--- config.mk ---
export PLATFORM = sky130hd
export DESIGN_NAME = gfx_rom_arb
export DESIGN_NICKNAME = d
export VERILOG_FILES = /design/src/rtl/gfx_rom_arb.sv
export SDC_FILE = /design/constraint.sdc
export NUM_CORES = 1
export LEC_CHECK = 0
export CAP_MARGIN = 20
export CORE_MARGIN = 5
export CORE_UTILIZATION = 45
export CTS_CLUSTER_DIAMETER = 80
export CTS_CLUSTER_SIZE = 10
export DETAILED_ROUTE_END_ITERATION = 8
export GPL_TIMING_DRIVEN = 0
export HOLD_SLACK_MARGIN = 0.05
export PLACE_DENSITY = 0.8
export SLEW_MARGIN = 20
export SYNTH_ARGS = -nofsm -noshare
export SYNTH_HDL_FRONTEND = slang
export SYNTH_SLANG_ARGS = --single-unit
--- constraint.sdc ---
create_clock -name clk_sys -period 3.25 [get_ports clk_sys]
set_clock_uncertainty 0.2 [all_clocks]
set_input_delay 0.65 -clock clk_sys [delete_from_list [all_inputs] [get_ports clk_sys]]
set_output_delay 0.65 -clock clk_sys [all_outputs]
set_load 0.01 [all_outputs]
--- src/rtl/gfx_rom_arb.sv ---
// Three-way round-robin arbiter in front of a shared graphics ROM.
// Each requester has a one-entry tag/data cache, so a repeated fetch of the same address is acked without a ROM read.
module gfx_rom_arb #(
  parameter int AW = 16,
  parameter int DW = 16
) (
  input  logic          clk_sys,
  input  logic          reset,
  input  logic          rq0_req,
  input  logic [AW-1:0] rq0_addr,
  output logic          rq0_ack,
  output logic [DW-1:0] rq0_data,
  input  logic          rq1_req,
  input  logic [AW-1:0] rq1_addr,
  output logic          rq1_ack,
  output logic [DW-1:0] rq1_data,
  input  logic          rq2_req,
  input  logic [AW-1:0] rq2_addr,
  output logic          rq2_ack,
  output logic [DW-1:0] rq2_data,
  output logic          mem_rd,
  output logic [AW-1:0] mem_addr,
  input  logic          mem_ready,
  input  logic [DW-1:0] mem_data,
  input  logic          dl,
  output logic          busy,
  output logic [1:0]    state_dbg
);

  localparam logic [1:0] S_IDLE  = 2'd0;
  localparam logic [1:0] S_ISSUE = 2'd1;
  localparam logic [1:0] S_WAIT  = 2'd2;
  localparam logic [1:0] S_ACK   = 2'd3;

  // Handshake: a requester holds rqN_req high with a stable rqN_addr until it
  // sees the one-cycle rqN_ack; rqN_data is valid in that cycle and held after.
  // Towards the ROM, mem_rd is a one-cycle strobe and mem_addr stays put until
  // the one-cycle mem_ready; mem_ready outside WAIT is ignored.

  logic [1:0]    state;
  logic [1:0]    grant;
  logic [1:0]    last_grant;
  logic [1:0]    start;
  logic [1:0]    win;
  logic [2:0]    sum;
  logic          found;
  logic          hit;
  logic [2:0]    req_v;
  logic [2:0]    elig;
  logic [2:0]    ack_v;
  logic [2:0]    ack_prev;
  logic [2:0]    valid;
  logic [AW-1:0] req_addr [3];
  logic [AW-1:0] tag [3];
  logic [DW-1:0] rdata [3];

  assign req_v       = {rq2_req, rq1_req, rq0_req};
  assign req_addr[0] = rq0_addr;
  assign req_addr[1] = rq1_addr;
  assign req_addr[2] = rq2_addr;

  // A requester acked last cycle is still showing its old request level; skip it once.
  assign elig  = req_v & ~ack_prev;
  assign start = (last_grant == 2'd2) ? 2'd0 : last_grant + 2'd1;

  always_comb begin
    found = 1'b0;
    win   = 2'd0;
    sum   = 3'd0;
    for (int i = 0; i < 3; i++) begin
      sum = {1'b0, start} + 3'(i);
      if (sum >= 3'd3) sum = sum - 3'd3;
      if (!found && elig[sum[1:0]]) begin
        found = 1'b1;
        win   = sum[1:0];
      end
    end
  end

  assign hit   = valid[win] && (req_addr[win] == tag[win]);
  assign ack_v = (state == S_ACK) ? (3'b001 << grant) : 3'b000;

  assign rq0_ack   = ack_v[0];
  assign rq1_ack   = ack_v[1];
  assign rq2_ack   = ack_v[2];
  assign rq0_data  = rdata[0];
  assign rq1_data  = rdata[1];
  assign rq2_data  = rdata[2];
  assign mem_rd    = (state == S_ISSUE);
  assign busy      = (state != S_IDLE);
  assign state_dbg = state;

  always_ff @(posedge clk_sys or negedge reset) begin
    if (!reset) begin
      state      <= S_IDLE;
      grant      <= 2'd0;
      last_grant <= 2'd2;
      mem_addr   <= '0;
      valid      <= '0;
      ack_prev   <= '0;
      for (int i = 0; i < 3; i++) begin
        tag[i]   <= '0;
        rdata[i] <= '0;
      end
    end else begin
      ack_prev <= ack_v;
      case (state)
        S_IDLE: begin
          if (!dl && found) begin
            grant <= win;
            if (hit) begin
              state <= S_ACK;
            end else begin
              mem_addr <= req_addr[win];
              state    <= S_ISSUE;
            end
          end
        end
        S_ISSUE: state <= S_WAIT;
        S_WAIT: begin
          if (mem_ready) begin
            rdata[grant] <= mem_data;
            tag[grant]   <= mem_addr;
            valid[grant] <= 1'b1;
            state        <= S_ACK;
          end
        end
        S_ACK: begin
          last_grant <= grant;
          state      <= S_IDLE;
        end
        default: state <= S_IDLE;
      endcase
      // A download rewrites the ROM, so every cached word is stale; this wins over a fill.
      if (dl) valid <= '0;
    end
  end

endmodule

==> impl_metrics.yaml <==
outcome:
  outcome: "finished with violations"
  violations: "setup timing"
global_route:
  grt.total_usage_pct: 22.2
  grt_max_degree: 76
  grt_pass1_wl_mm: 25.5
  gr-total-overflow: 0
  antenna_found_initial: 0
  grt_pass1_vias: 4950
yosys:
  synth_compound_area_share_pct: 6.41
  synth.cell_area_um2: 5680
  synth_top_family_by_area: "multiplexers"
  synth_nets: 520
  synth_xor_area_share_pct: 2.47
  synth_cells: 445
  synth_simple_gate_area_share_pct: 6.85
  synth_seq_cells: 124
  yosysUniqueCellTypes: 41
  synth-seq-area-share_pct: 54.6
  synth_fa_ha_area_share_pct: 0.881
  syn_avg_cell_area_um2: 12.8
  yosys_warnings: 0
  synthMuxAreaShare_pct: 26.1
timing:
  drv_slew: 0
  hold_ws_ns: 0.301
  worstMarginPinSlew_ns: 0.848
  rsz0062_at_grt: "yes"
  finalCritPeriodShare_pct: 111
  hold_viol_final: 0
  slew_headroom_pct: 43.0
  setup_viol: 17
  fmax_mhz: 277
  fin_setup_tns_ns: -5.68
  fin_crit_ns: 3.61
  setup_slack_ns: -0.361
routing:
  wl_met1_mm: 6.17
  firstDrtPassIters: 4
  dr.first_iter.drc_count: 216
  wl_met2_mm: 8.00
  dr_wl_met3_mm: 1.65
  top_layer: "met4"
  routedWlPerCell_um: 19.9
  vias: 4327
  ant_nets: 0
  drt-vias-per-instance: 5.36
  drc: 0
  wirelength_mm: 16.0
final_layout:
  area_growth_pct: 46.9
  nNetsFinal: 699
  fin_util_pct: 66.7
  diodes: 0
  drive_gt1_share_pct: 31.0
  nFillCells: 931
  layout_common_cells: "clkdlybuf4s50_1 (137), dfrtp_1 (123), mux2_2 (100), nor2_1 (24)"
  mostFrequentLayoutCell: "clkdlybuf4s50_1"
clocking:
  h-tree-depth: 4
  cts.clk_slew.worst_paths_ns: 0.05
  cts-root-buf: "clkbuf_16"
  cts_tree: "yes"
  clock_latency_ns: 0.40
  cts_buffers: 17
  cts.sinks: 124
  clock_path_buffers: 2
die:
  die-height_um: 122
  start_util_pct: 45.4
  pin_count: 142
  dieArea_um2: 15000
  die_w_um: 122
  rows: 41
  coreArea_um2: 12500
setup_path:
  cp.arrival_ns: 3.69
  startpoint_type: "flop"
  crit_chain: "or3b_4 -> a31oi_4 -> buf_8 -> buf_6 -> mux2i_1 -> a21oi_2 -> xnor2_1 -> nand4_1 -> or4_4 -> o21bai_4 -> buf_6 -> mux2_4"
  path_class: "flop to flop"
  cp_common_cell: "buf_6"
  cp-end-kind: "flop"
  crit_fanout: 7
  max_stage_delay_ns: 0.58
  regToRegSetupSlack_ns: -0.36
  required_ns: 3.33
  slowest_stage: "or4_4"
power:
  p_int_mw: 5.82
  switching_share_pct: 31.9
  cellPowerDensity_nw_per_um2: 1030
  power_frac_comb_pct: 44.1
  irDropWorstVdd_uv: 522
  power.leakage_nw: 3.66
  p_seq_share_pct: 32.4
  switching_power_mw: 2.73
  clkPwrFrac_pct: 23.5
placed_design:
  gp_congestion: 0.838
  io_buffers: 141
  dp_hpwl_mm: 10.8
worst_hold_path:
  hold_class: "flop to flop"
run:
  drv_cap: 0
## flip-flops by register name, summed over array words and instances (netlist names)
register and cells:
tag 48, state_dbg 2, rq1_data 16, grant 2
last_grant 2, valid 3, mem_addr 16, rq2_data 16
rq0_data 16, ack_prev 3
## cell usage after synthesis, drive strengths merged
master,n,area [µm²]
o21ai,18,90.1
mux2,115,1290
dfstp,1,26.3
or4,1,11.3
nand4,2,12.5
nand2,9,33.8
xnor2,13,114
inv,6,22.5
nor3b,1,7.51
nand3,14,70.1
a2bb2oi,1,8.76
and3b,2,17.5
o21bai,1,18.8
o211ai,1,7.51
dfrtp,123,3080
clkbuf,14,52.6
a31oi,15,115
o22a,1,8.76
nand2b,2,12.5
o21a,1,7.51
nand4b,1,8.76
a21boi,1,7.51
or3b,1,8.76
a21oi,20,100
nor4b,1,15.0
ha,4,50.1
nor2,24,90.1
nor3,14,70.1
nor2b,3,18.8
or3,1,6.26
nor4,1,6.26
buf,11,75.1
mux2i,19,190
xor2,3,26.3
## through the flow
| stage | setup slack, ns | cells | power (mW) | cell area (µm²) |
|---|---|---|---|---|
| 3_3_place_gp | -3.22 | 758 | 6.02 | 7320 |
| 4_1_cts | -0.375 | 807 | 8.53 | 8320 |
| 3_5_place_dp | -1.64 | 759 | 6.17 | 7350 |
| 5_1_grt | -0.463 | 807 | 9.01 | 8350 |
| 2_1_floorplan | -0.280 | 445 | 4.60 | 5690 |
| 6_report | -0.361 | 807 | 8.56 | 8350 |
## worst max-delay path: cells and delay by family, from the launching register on
kind | cells | cell delay (ns)
simple gates | 3 | 1.09
compound gates | 3 | 0.62
mux | 2 | 0.52
buf+inv | 3 | 0.49
flops | 1 | 0.38
xor+xnor | 1 | 0.19
## power by group through the flow
stage	clock network [mW]	logic (mW)	registers (mW)
floorplan	0	1.76	2.84
global placement	0	3.32	2.70
detailed placement	0	3.41	2.76
CTS	2.03	3.74	2.76
global route	2.11	4.04	2.86
finish	2.01	3.77	2.77
## timing repair
item	CTS	global route
hold endpoints to repair	49	0
gates cloned	1	0
buffers inserted	16	2
endpoints found under the setup margin	17	17
pin swaps	10	10
gates resized for setup	51	12
hold buffers	1	0
## kinds of logic after synthesis
kind of cell | Yosys count
AOI/OAI and AO/OA | 59
and+or+nand+nor | 77
DFF | 124
xor gates and xnor gates | 16
adders and majority gates | 4
buffers and inverters | 31
muxes | 134
## cell type report
type / instances / area (µm²) / share of cell area, %
Inverter: 6 / 22.5 / 0.270
Buffer: 24 / 179 / 2.14
Timing Repair Buffer: 161 / 1610 / 19.3
Clock inverter: 7 / 135 / 1.62
Clock buffer: 23 / 498 / 5.97
Tap cell: 172 / 215 / 2.58
Sequential cell: 124 / 3100 / 37.2
Multi-Input combinational cell: 290 / 2580 / 30.9
## per-layer routing
layer / global-route usage [%] / up-vias
met4: 6.93 / 0
met3: 10.2 / 17
met2: 37.9 / 156
met1: 24.6 / 2191
met5: 0 / -
li1: - / 1963
## path summary, 6_finish.rpt
check | start | end | cells after the start
max reg2reg | last_grant[1] | mem_addr[4] | 12
min in group asynchronous | reset | rq0_data[11] | 2
min | rq1_data[13] | rq1_data[13] | 1
min reg2reg | rq1_data[13] | rq1_data[13] | 1
max | last_grant[1] | mem_addr[4] | 12
max in group asynchronous | reset | last_grant[1] | 3
No activity file was read; power rests on OpenSTA's default activity.
